File: src/rtl/warp_lsu.sv
// warp_lsu: serialising load/store unit for one warp memory instruction.
// An accepted instruction is walked lane by lane in ascending lane order.
// Each active lane issues one memory request, and a load keeps only one read
// outstanding at a time. Load data is gathered into per-lane buffers and
// written back to the register file in a single cycle.
//
// Ports
//   clk, reset        single clock, synchronous active-high reset
//   req_*             instruction offer (valid/ready) with per-lane address,
//                     store data and active-lane mask
//   mem_*             single-beat memory request channel (valid/ready)
//                     and read-data return (mem_rvalid/mem_rdata)
//   reg_write_*       register-file writeback, warp_num_write = issuing warp
//   done              one-cycle pulse when an instruction retires
//
// State table
//   state  | meaning
//   IDLE   | ready for a new instruction (req_ready=1)
//   REQ    | memory request for the pointed lane is on mem_*
//   WAIT   | load request accepted, waiting for mem_rvalid
//   WB     | one-cycle register-file writeback of the gathered load data
//   DONE   | retire pulse, then back to IDLE
module warp_lsu #(
   parameter int DATA_WIDTH = 16,
   parameter int ADDR_WIDTH = 8,
   parameter int LANES      = 8
) (
   input  logic                        clk,
   input  logic                        reset,
   input  logic                        req_valid,
   output logic                        req_ready,
   input  logic                        req_is_store,
   input  logic [1:0]                  req_warp,
   input  logic [3:0]                  req_rd,
   input  logic [LANES*DATA_WIDTH-1:0] req_addr,
   input  logic [LANES*DATA_WIDTH-1:0] req_wdata,
   input  logic [LANES-1:0]            req_mask,
   output logic                        mem_valid,
   input  logic                        mem_ready,
   output logic                        mem_we,
   output logic [ADDR_WIDTH-1:0]       mem_addr,
   output logic [DATA_WIDTH-1:0]       mem_wdata,
   input  logic                        mem_rvalid,
   input  logic [DATA_WIDTH-1:0]       mem_rdata,
   output logic                        reg_write_en,
   output logic [3:0]                  reg_write_addr,
   output logic [LANES*DATA_WIDTH-1:0] reg_write_data,
   output logic [1:0]                  warp_num_write,
   output logic                        done
);

   localparam int PW = (LANES > 1) ? $clog2(LANES) : 1;
   // Registers 13..15 are read-only; loads to them retire without writeback.
   localparam logic [3:0] RO_REG_FIRST = 4'd13;

   typedef enum logic [2:0] {
      S_IDLE,
      S_REQ,
      S_WAIT,
      S_WB,
      S_DONE
   } state_t;

   state_t                      state_q, state_d;
   logic                        is_store_q, is_store_d;
   logic [1:0]                  warp_q, warp_d;
   logic [3:0]                  rd_q, rd_d;
   logic [LANES*ADDR_WIDTH-1:0] addr_q, addr_d;
   logic [LANES*DATA_WIDTH-1:0] wdata_q, wdata_d;
   logic [LANES*DATA_WIDTH-1:0] buf_q, buf_d;
   logic [LANES-1:0]            mask_q, mask_d;
   logic [LANES-1:0]            rem_q, rem_d;
   logic [PW-1:0]               ptr_q, ptr_d;
   logic [LANES-1:0]            rem_clr;

   // Only the low ADDR_WIDTH bits of each lane address are meaningful.
   logic req_addr_hi_unused;
   assign req_addr_hi_unused = ^req_addr;

   function automatic logic [PW-1:0] lowest_lane(input logic [LANES-1:0] m);
      lowest_lane = '0;
      for (int i = LANES - 1; i >= 0; i--) begin
         if (m[i]) lowest_lane = PW'(i);
      end
   endfunction

   // rem_q holds the lanes still to be serviced; the pointer is always its
   // lowest set bit, so retiring a lane is just clearing that bit.
   always_comb begin
      state_d    = state_q;
      is_store_d = is_store_q;
      warp_d     = warp_q;
      rd_d       = rd_q;
      addr_d     = addr_q;
      wdata_d    = wdata_q;
      buf_d      = buf_q;
      mask_d     = mask_q;
      rem_d      = rem_q;
      ptr_d      = ptr_q;
      rem_clr    = rem_q & ~(LANES'(1) << ptr_q);

      unique case (state_q)
         S_IDLE: begin
            if (req_valid) begin
               is_store_d = req_is_store;
               warp_d     = req_warp;
               rd_d       = req_rd;
               wdata_d    = req_wdata;
               mask_d     = req_mask;
               rem_d      = req_mask;
               ptr_d      = lowest_lane(req_mask);
               buf_d      = '0;
               for (int i = 0; i < LANES; i++) begin
                  addr_d[i*ADDR_WIDTH +: ADDR_WIDTH] = req_addr[i*DATA_WIDTH +: ADDR_WIDTH];
               end
               state_d = (req_mask == '0) ? S_DONE : S_REQ;
            end
         end
         S_REQ: begin
            if (mem_ready) begin
               if (is_store_q) begin
                  rem_d   = rem_clr;
                  ptr_d   = lowest_lane(rem_clr);
                  state_d = (rem_clr == '0) ? S_DONE : S_REQ;
               end else begin
                  state_d = S_WAIT;
               end
            end
         end
         S_WAIT: begin
            if (mem_rvalid) begin
               buf_d[int'(ptr_q)*DATA_WIDTH +: DATA_WIDTH] = mem_rdata;
               rem_d   = rem_clr;
               ptr_d   = lowest_lane(rem_clr);
               state_d = (rem_clr == '0) ? S_WB : S_REQ;
            end
         end
         S_WB:    state_d = S_DONE;
         S_DONE:  state_d = S_IDLE;
         default: state_d = S_IDLE;
      endcase
   end

   always_ff @(posedge clk) begin
      if (reset) begin
         state_q    <= S_IDLE;
         is_store_q <= 1'b0;
         warp_q     <= '0;
         rd_q       <= '0;
         addr_q     <= '0;
         wdata_q    <= '0;
         buf_q      <= '0;
         mask_q     <= '0;
         rem_q      <= '0;
         ptr_q      <= '0;
      end else begin
         state_q    <= state_d;
         is_store_q <= is_store_d;
         warp_q     <= warp_d;
         rd_q       <= rd_d;
         addr_q     <= addr_d;
         wdata_q    <= wdata_d;
         buf_q      <= buf_d;
         mask_q     <= mask_d;
         rem_q      <= rem_d;
         ptr_q      <= ptr_d;
      end
   end

   // Outputs decode registered state only, so they never depend on inputs
   // in the same cycle.
   always_comb begin
      req_ready      = 1'b0;
      mem_valid      = 1'b0;
      mem_we         = 1'b0;
      mem_addr       = '0;
      mem_wdata      = '0;
      reg_write_en   = 1'b0;
      reg_write_addr = '0;
      reg_write_data = '0;
      warp_num_write = '0;
      done           = 1'b0;

      unique case (state_q)
         S_IDLE: req_ready = 1'b1;
         S_REQ: begin
            mem_valid = 1'b1;
            mem_we    = is_store_q;
            mem_addr  = addr_q[int'(ptr_q)*ADDR_WIDTH +: ADDR_WIDTH];
            mem_wdata = wdata_q[int'(ptr_q)*DATA_WIDTH +: DATA_WIDTH];
         end
         S_WB: begin
            reg_write_en   = (rd_q < RO_REG_FIRST);
            reg_write_addr = rd_q;
            warp_num_write = warp_q;
            for (int i = 0; i < LANES; i++) begin
               if (mask_q[i]) begin
                  reg_write_data[i*DATA_WIDTH +: DATA_WIDTH] = buf_q[i*DATA_WIDTH +: DATA_WIDTH];
               end
            end
         end
         S_DONE:  done = 1'b1;
         default: ;
      endcase
   end

endmodule

File: config.mk
export PLATFORM = sky130hd
export DESIGN_NAME = warp_lsu
export DESIGN_NICKNAME = d
export VERILOG_FILES = /design/src/rtl/warp_lsu.sv
export SDC_FILE = /design/constraint.sdc
export NUM_CORES = 1
export LEC_CHECK = 0
export ABC_AREA = 0
export CORE_UTILIZATION = 43
export CTS_CLUSTER_DIAMETER = 40
export DETAILED_ROUTE_END_ITERATION = 8
export PLACE_DENSITY = 0.8
export SETUP_SLACK_MARGIN = 0.2
export SLEW_MARGIN = 15
export SYNTH_ARGS = -nofsm -noshare
export SYNTH_HDL_FRONTEND = slang
export SYNTH_SLANG_ARGS = --single-unit
File: constraint.sdc
create_clock -name clk -period 2.54 [get_ports clk]
set_input_delay 0.508 -clock clk [delete_from_list [all_inputs] [get_ports clk]]
set_output_delay 0.508 -clock clk [all_outputs]
set_load 0.03 [all_outputs]
==> summary.md <==
| Metric | Value |
|---|---|
| Outcome | `finished with violations` |
| Failing checks | `setup timing` |
| Die width | `188.7 um` |
| Count of final setup violators | `192` |
| Final ANT Viol Nets | `0` |
| P_leak | `0.009568 uW` |
| Starting density of the core | `44.24%` |
| Clk root buf | `clkbuf_16` |
| Mapped Nets | `2082` |
| Die Ht | `188.7 um` |
| Clk buf depth | `3` |
| Async set or reset register ratio after synthesis | `0%` |
| Ratio of cells with drive above 1 in the final layout | `34.22%` |
| WS Path Type | `flop to flop` |
| I/O pins | `455` |
| Synth warnings | `0` |
| Initial antenna violation count | `11` |
| Critical Path End Type | `flop` |
| Fin crit share | `114.2%` |
| Max Slew Vio Count | `0` |
| Gate Count Post-Synth | `1784` |
| Peak Freq | `0.3447 GHz` |
| Core Region | `33870 um^2` |
| Number of max-cap violations | `0` |
| DR vias | `17.13k` |
| Leading area contributor after synthesis | `dfxtp_1` |
| CP Max Fanout | `7` |
| Cell Count Post-Placement | `2540` |
| Req. time, crit path | `2.95 ns` |
| CTS tree | `built` |
| Clock Skew | `0.03817 ns` |
| Final core utilization | `73.82%` |
| Top Layer Used | `met5` |
| Register area share after synthesis | `46.63%` |
| DRT iter0 DRCs | `2346` |
| Arrival @ worst endpoint | `3.31 ns` |
| Min-delay worst type | `input pin to flop` |
| Post-DR vias/cell | `6.235` |
| Final worst slack | `-0.3609 ns` |
| Final WL | `73240 um` |
| DP HPWL | `34010 um` |
| Total iterations of the first detailed-routing run | `7` |
| CTS clk-pin slew, worst paths | `0.07 ns` |
| Htree depth | `2` |
| Most frequent cells after synthesis | `510 x nand2_1, 349 x dfxtp_1, 243 x a21oi_1` |
| WL met1 | `24900 um` |
| Routed WL per cell | `26.65 um` |
| First-pass GRT wire length | `93730 um` |
| Count leader, synth | `nand2_1` |
| Worst-Margin Slew | `1.015 ns` |
| Top cells by area, synth | `dfxtp_1 47%, nand2_1 13%, a21oi_1 8.1%, mux4_2 7.2%, and3_1 5.5%` |
| EDFF count, synth | `0` |
| RePlAce Congestion | `0.8932` |
| Wire length on met3 | `9849 um` |
| R2r setup slk | `-0.36 ns` |
| Final Hold Viols | `0` |
| Post-Syn Area | `14980 um^2` |
| GRT overflow | `0` |
| Final #Nets | `2552` |
| Avg Cell Area, Syn | `8.399 um^2` |
| Area Growth Syn to Fin | `66.84%` |
| Yosys reg bits | `349` |
| Clock Sinks | `349` |
| Standard-cell row count | `67` |
| WL met2 | `32200 um` |
| Worst-skew pair later-pin latency | `0.56 ns` |
| Hold wc startpoint | `reset` |
| Inserted Clock Buffers | `46` |
| # DRC | `0` |
| Post-synth top area share | `46.63%` |
| Library cells used by synthesis | `62` |
| Period minus WS final | `2.901 ns` |
| Primary FF master, synth | `dfxtp_1` |
| Number of port buffers | `390` |
| Slew margin rel. | `32.14%` |
| Gr usage total | `33.95%` |
| Power Dens Cells | `691.5 nW/um^2` |
| Launch point of the worst reg-to-reg path | `ptr_q[0]` |
| Total Die Area | `35600 um^2` |
| RSZ-0062 raised after global routing | `yes` |
| Peak supply drop | `479.4 uV` |
| CP startpoint | `ptr_q[0]` |
| Non-Filler Instances | `2748` |
| Vias in the first global route | `16.23k` |
| CP Launch Type | `flop` |
| Layout filler cell count | `2118` |
| Largest net degree at the start of global routing | `110` |
metal layers:
metal,vias to the layer above,global-route usage [%]
met3,480,8.940
met2,1438,56.12
met4,4,20.91
li1,7197,-
met5,-,0
met1,8015,39.17
per-stage QoR:
| stage | power [uW] | setup slack, ns | hold slack (ns) | instance area, um^2 | setup TNS [ns] |
|---|---|---|---|---|---|
| after CTS | 16460 | -0.1617 | 0.2648 | 23770 | -7.952 |
| after detailed placement | 9324 | -0.1250 | 0.4360 | 19610 | -3.369 |
| after global placement | 9241 | -0.03503 | 0.4260 | 19610 | -0.7393 |
| after global routing | 17760 | -0.3680 | 0.2784 | 25000 | -35.64 |
| after floorplan | 8039 | 0.2252 | 0.4173 | 15090 | 0 |
| final | 17290 | -0.3609 | 0.2926 | 25000 | -26.13 |
placed cells by master (no fill, tap or decap), drive strengths merged, types with 4 or more instances in the layout:
| cell | n |
|---|---|
| and2 | 9 |
| clkinv | 18 |
| a22oi | 32 |
| a211oi | 7 |
| nor2 | 98 |
| a32o | 16 |
| o2bb2ai | 15 |
| o21ai | 27 |
| clkdlybuf4s50 | 226 |
| clkbuf | 57 |
| and3 | 131 |
| a32oi | 46 |
| a21oi | 246 |
| buf | 346 |
| dfxtp | 349 |
| nor3b | 4 |
| a21o | 8 |
| mux4 | 48 |
| ha | 6 |
| nand2b | 5 |
| nor3 | 8 |
| nor2b | 6 |
| nand2 | 512 |
| diode | 9 |
| inv | 18 |
| nor4 | 5 |
what timing repair did:
item                                    in CTS  in global routing
hold buffers                                 0                  0
pin swaps                                   75                111
setup buffers                               47                 32
endpoints found under the setup margin     248                260
gates resized for setup                    455                235
cloned                                      28                  7
cell type report:
class | count | area (um^2) | area share [%]
timing repair buffer | 575 | 6960 | 27.84
clock inverter | 28 | 311.5 | 1.246
inverter | 13 | 66.31 | 0.2653
antenna | 9 | 22.52 | 0.09009
tap | 448 | 560.5 | 2.242
clock buffer | 57 | 1284 | 5.135
multi-input combinational | 1269 | 8798 | 35.19
sequential | 349 | 6997 | 27.99
power by group:
part / total, uW / switching [uW] / internal, uW
clock network: 6700 / 2800 / 3900
logic: 4480 / 2410 / 2070
registers: 6100 / 283 / 5820
total: 17300 / 5500 / 11800
worst max-delay path, stage by stage, from the launching register on:
cell and delay [ns]:
dfxtp_4 0.39, buf_8 0.15, buf_6 0.10, buf_6 0.09, inv_4 0.04, ha_4 0.16
ha_4 0.27, buf_6 0.12, o31a_1 0.22, buf_6 0.14, nor3b_4 0.25, buf_6 0.19
buf_6 0.12, a32oi_1 0.11, nor2_1 0.41
registers in the layout (all words and copies together) (netlist names):
register and cells:
buf_q 128, wdata_q 128, addr_q 64, mask_q 8, rem_q 8, rd_q 4
ptr_q 3, state_q 3, warp_q 2, is_store_q 1
path summary, 6_finish.rpt:
kind                 end  cells after the start
max reg2reg    buf_q[30]                     14
max            buf_q[30]                     14
min          wdata_q[27]                      2
min reg2reg    warp_q[0]                      2
kinds of logic (layout without fill, tap and decap cells):
logic type	count (synthesis)	after routing	share of synthesized area (%)
XOR/XNOR	1	1	0.05846
multiplexers	50	50	7.348
flip-flops	349	349	46.63
buffers and inverters	168	673	4.760
AND/OR/NAND/NOR	792	794	23.28
other	0	9	0
adder cells (fa/ha/maj)	6	6	0.5010
AO/OA/AOI/OAI	418	418	17.43
(Power assumes the default switching activity.)
==> RTL edit 1, RTL diff (config.mk and constraints unchanged) <==
Take the reset off `buf_q` and load it in a clocked block of its own.
--- a/src/rtl/warp_lsu.sv
+++ b/src/rtl/warp_lsu.sv
@@ -149,7 +149,6 @@
          rd_q       <= '0;
          addr_q     <= '0;
          wdata_q    <= '0;
-         buf_q      <= '0;
          mask_q     <= '0;
          rem_q      <= '0;
          ptr_q      <= '0;
@@ -160,11 +159,14 @@
          rd_q       <= rd_d;
          addr_q     <= addr_d;
          wdata_q    <= wdata_d;
-         buf_q      <= buf_d;
          mask_q     <= mask_d;
          rem_q      <= rem_d;
          ptr_q      <= ptr_d;
       end
+   end
+
+   always_ff @(posedge clk) begin
+      buf_q <= buf_d;
    end
 
    // Outputs decode registered state only, so they never depend on inputs
Formal check against the unedited RTL: same outputs for any inputs over 4 cycles, from zero or initial values and one cycle with reset high; that may be too few to reach the edited logic, so the function may still have changed.
==> RTL edit 1 against the unedited design <==
- the flow still finishes with violations (negative setup slack)
- combinational power increased by 29%
- power increased by 14%
- final area increased by 6.2%
- sequential cell count unchanged
- routed wire length increased by 5.8%
- setup slack got worse by 450 ps
- area after synthesis increased by 9.7%
- critical path depth decreased by 1
- highest routed layer unchanged
==> RTL edit 1: results (changes against the unedited design) <==
outcome finished with violations; violated checks negative setup slack; Routed met2 length 34700 um (+7.8%); Cells after DPL 2694 (+6.1%); GP Congestion 0.912 (+2.1%); data arrival time of the critical path 3630 ps (+320 ps); sequential share of the synthesized area 0.503 (+0.0368); Metal-1 WL 25800 um (+3.7%); pre-CTS setup slack 2.28 ps (+127 ps); syn nets 2194 (+5.4%); CTS root buf clkbuf_16; GRT met1 Usage 0.381 (-0.0107); GRT Util Overall 0.324 (-0.0157); logic gate share of total power 0.295 (+0.036); Clk. pwr 6840 uW (+2%); first-pass GRT wire length 96100 um (+2.5%); post-synth cell types 55 (-11%); max incr delay on CP 710 ps (+300 ps); Synth top cells by count 585 x nand2_1, 338 x a21oi_1, 221 x dfxtp_1; Final nets 2610 (+2.3%); Mean Syn Cell Area 8.67 um^2 (+3.2%); Post-synth EDFFs 128 (+128); top area cells in the synthesized netlist dfxtp_1 27%, edfxtp_1 23%, nand2_1 13%; post-route setup slack -812 ps (-451 ps); largest net degree at the start of global routing 106 (-3.6%); WL final 77500 um (+5.8%); initial DRC count 2297 (-2.1%); met3 WL 10300 um (+4.2%); worst-margin pin slew 1040 ps (+24.3 ps); Setup Skew 51.6 ps (+13.5 ps); clock latency at the later pin of the worst-skew pair 590 ps (+30 ps); Max IR drop VDD 0.487 mV (+1.6%); Post-Synth Adder-Cell Area 0.00457 (-0.000442); met2 usage 0.518 (-0.0431); Detail Placement HPWL 36800 um (+8.2%); via/cell ratio 6.26 (+0.38%); non-filler cells, final 2869 (+4.4%); Worst Hold Class reg2reg; xor-xnor portion of the synthesized cell area 0.000533 (-0.0000516); number of global-route vias before repair 17000 (+4.6%); Lkg Pwr 0.00963 uW (+0.68%); count of final setup violators 235 (+22%); Psw 6680 uW (+22%); peak fanout along the critical path 16 (+9); initial antenna violation count 12 (+1); GRT met3 Usage 0.0884 (-0.000961); layout cells sized above 1 0.355 (+0.0131); cts bufs inserted 48 (+4.3%); post-synthesis compound-gate area fraction 0.119 (-0.0549); mux cell area share after synthesis 0.0865 (+0.0130); Crit path max-delay family simple AND/OR/NAND/NOR gates
==> RTL edit 1: what timing repair did <==
item                       CTS  global route
setup endpoints to repair  207           295
hold buffers                 0             0
cloned                      21             8
setup buffers               37            13
pin swaps                   65           125
gates resized for setup    456           333
==> RTL edit 1: through the flow <==
step / total power (uW) / TNS, ps / hold WS (ps) / instance area (um^2)
2_1_floorplan: 9280 / -192560 / 432 / 16600
3_5_place_dp: 10800 / 0 / 446 / 21000
6_report: 19600 / -36940 / 454 / 26600
5_1_grt: 20100 / -41710 / 468 / 26600
3_3_place_gp: 10700 / 0 / 439 / 21000
4_1_cts: 17900 / -3670 / 448 / 24800
==> RTL edit 1: worst paths after layout <==
| kind | depth (start not counted) | to | slack (ps) | startpoint |
|---|---|---|---|---|
| max | 13 | buf_q[65]$_SDFFCE_PP0P_ | -810 | ptr_q[0]$_SDFFE_PP0P_ |
| min | 2 | wdata_q[108]$_SDFFE_PP0P_ | 450 | wdata_q[108]$_SDFFE_PP0P_ |
| min reg2reg | 2 | wdata_q[108]$_SDFFE_PP0P_ | 450 | wdata_q[108]$_SDFFE_PP0P_ |
| max reg2reg | 13 | buf_q[65]$_SDFFCE_PP0P_ | -810 | ptr_q[0]$_SDFFE_PP0P_ |
==> RTL edit 1: final cells by class <==
cell class              instances  area (um^2)
multi-input cells            1363         9470
clock inverters                33          344
flip-flops and latches        349         8280
clock buffers                  52         1240
diodes                         11         27.5
inverters                      11         58.8
repair buffers                539         6510
well taps                     511          639
fillers                      2423        11100
==> RTL edit 1: logic make-up (layout without fill, tap and decap cells) <==
kind of cell / Yosys count / in the layout
compound gates: 374 / 374
xor+xnor: 1 / 1
fa+ha+maj: 6 / 6
buf+inv: 185 / 635
flops: 349 / 349
mux: 82 / 82
other cells: 0 / 11
simple gates: 899 / 900
==> RTL edit 2, RTL diff (config.mk and constraints unchanged) <==
Made on the original files. Set the parameter `ADDR_WIDTH` to 7 (it was 8).
--- a/src/rtl/warp_lsu.sv
+++ b/src/rtl/warp_lsu.sv
@@ -22,7 +22,7 @@
 //   DONE   | retire pulse, then back to IDLE
 module warp_lsu #(
    parameter int DATA_WIDTH = 16,
-   parameter int ADDR_WIDTH = 8,
+   parameter int ADDR_WIDTH = 7,
    parameter int LANES      = 8
 ) (
    input  logic                        clk,
Ports: changed (resized mem_addr); port bits go from 455 to 454. No check against the original RTL was run, so the function may have changed too.
==> RTL edit 2 against the unedited design <==
- the run still ends with negative setup slack left
- final cell count down 3.9%
- sequential cell count down 8
- power down 5.5%
- area after synthesis down 2.0%
- routed wire length down 18%
- setup slack better by 270 ps
- final area down 7.6%
- synthesized cell count down 2.2%
- worst hold slack better by 110 ps
- global-route usage down 4.0 points
- utilization down 4.9 points
- sequential power down 2%
- largest cell class unchanged
==> RTL edit 2: results (changes against the unedited design) <==
outcome finished with violations; violated checks negative setup slack; PwrDens 707 nW/um^2 (+2.3%); worst-margin pin slew 754 ps (-261 ps); Lkg Pwr 0.00877 uW (-8.3%); Worst Hold Path EP buf_q[49]$_SDFFE_PP0P_; met3 WL 5960 um (-40%); R2R Setup Slk 180 ps (+540 ps); Largest regs buf_q (128), wdata_q (128), addr_q (56); initial DRC count 1512 (-36%); logic gate share of total power 0.225 (-0.034); GRT Util Overall 0.300 (-0.0397); Synth top cells by count 491 x nand2_1, 341 x dfxtp_1, 235 x a21oi_1; fillers 2330 (+10%); IO buf count 381 (-2.3%); sequential share of the synthesized area 0.465 (-0.00137); clock latency at the later pin of the worst-skew pair 560 ps (about the same); crit path max-delay cell type mux4_2; number of global-route vias before repair 14800 (-8.9%); Post CTS Setup Buffer Count 24 (-49%); post-synth cell types 64 (+3.2%); area of the multi-input gates 8040 um^2 (-8.7%); GP Congestion 0.930 (+4.1%); Detail Placement HPWL 33200 um (-2.2%); Final nets 2451 (-4.0%); crit path capture mem_wdata[10]; initial antenna violation count 5 (-6); pre-CTS setup slack -42.5 ps (+82.6 ps); Metal-1 WL 22400 um (-10%); via/cell ratio 5.97 (-4.2%); TritonRoute pass-1 iters 6 (-1); Max IR drop VDD 0.511 mV (+6.6%); GRT met1 Usage 0.379 (-0.0123); final setup TNS -2460 ps (+23660 ps); Crit path max-delay family multiplexers; GRT met3 Usage 0.0598 (-0.0296); post-route setup slack -91.0 ps (+270 ps); peak fanout along the critical path 6 (-1); met2 usage 0.473 (-0.0878); max incr delay on CP 510 ps (+100 ps); average wire per standard cell 22.8 um (-14%); PostCTS Resize Cnt 377 (-17%); Reg2Reg Depth 11 (-3); data arrival time of the critical path 2120 ps (-1190 ps); count of final setup violators 55 (-71%); Routed met2 length 27700 um (-14%); clock-pin slew on the worst setup and hold paths 60 ps; WL final 60300 um (-18%); Critical R2R Capture buf_q[59]$_SDFFE_PP0P_; layout cells sized above 1 0.290 (-0.0521); first-pass GRT wire length 82400 um (-12%); Setup Skew 27.7 ps (-10.4 ps); Sequential Power Share 0.364 (+0.011); top area cells in the synthesized netlist dfxtp_1 46%, nand2_1 13%, a21oi_1 8.0%; final hold slack 404 ps (+112 ps)
RTL edit 2: final cells by class:
cell class | count | share of cell area
diodes | 5 | 0.000542
clock buffers | 51 | 0.0524
clock inverters | 33 | 0.0169
inverters | 13 | 0.00276
multi-input cells | 1238 | 0.348
flip-flops and latches | 341 | 0.296
well taps | 448 | 0.0243
repair buffers | 513 | 0.259
RTL edit 2: kinds of logic (layout without fill, tap and decap cells):
| family | Yosys count | after routing | synth area share |
|---|---|---|---|
| and+or+nand+nor | 774 | 774 | 0.234 |
| AOI/OAI and AO/OA | 409 | 409 | 0.175 |
| DFF | 341 | 341 | 0.465 |
| buffers and inverters | 165 | 610 | 0.0490 |
| muxes | 48 | 48 | 0.0719 |
| adders and majority gates | 6 | 6 | 0.00511 |
| xor gates and xnor gates | 1 | 1 | 0.000597 |
| other | 0 | 5 | 0 |
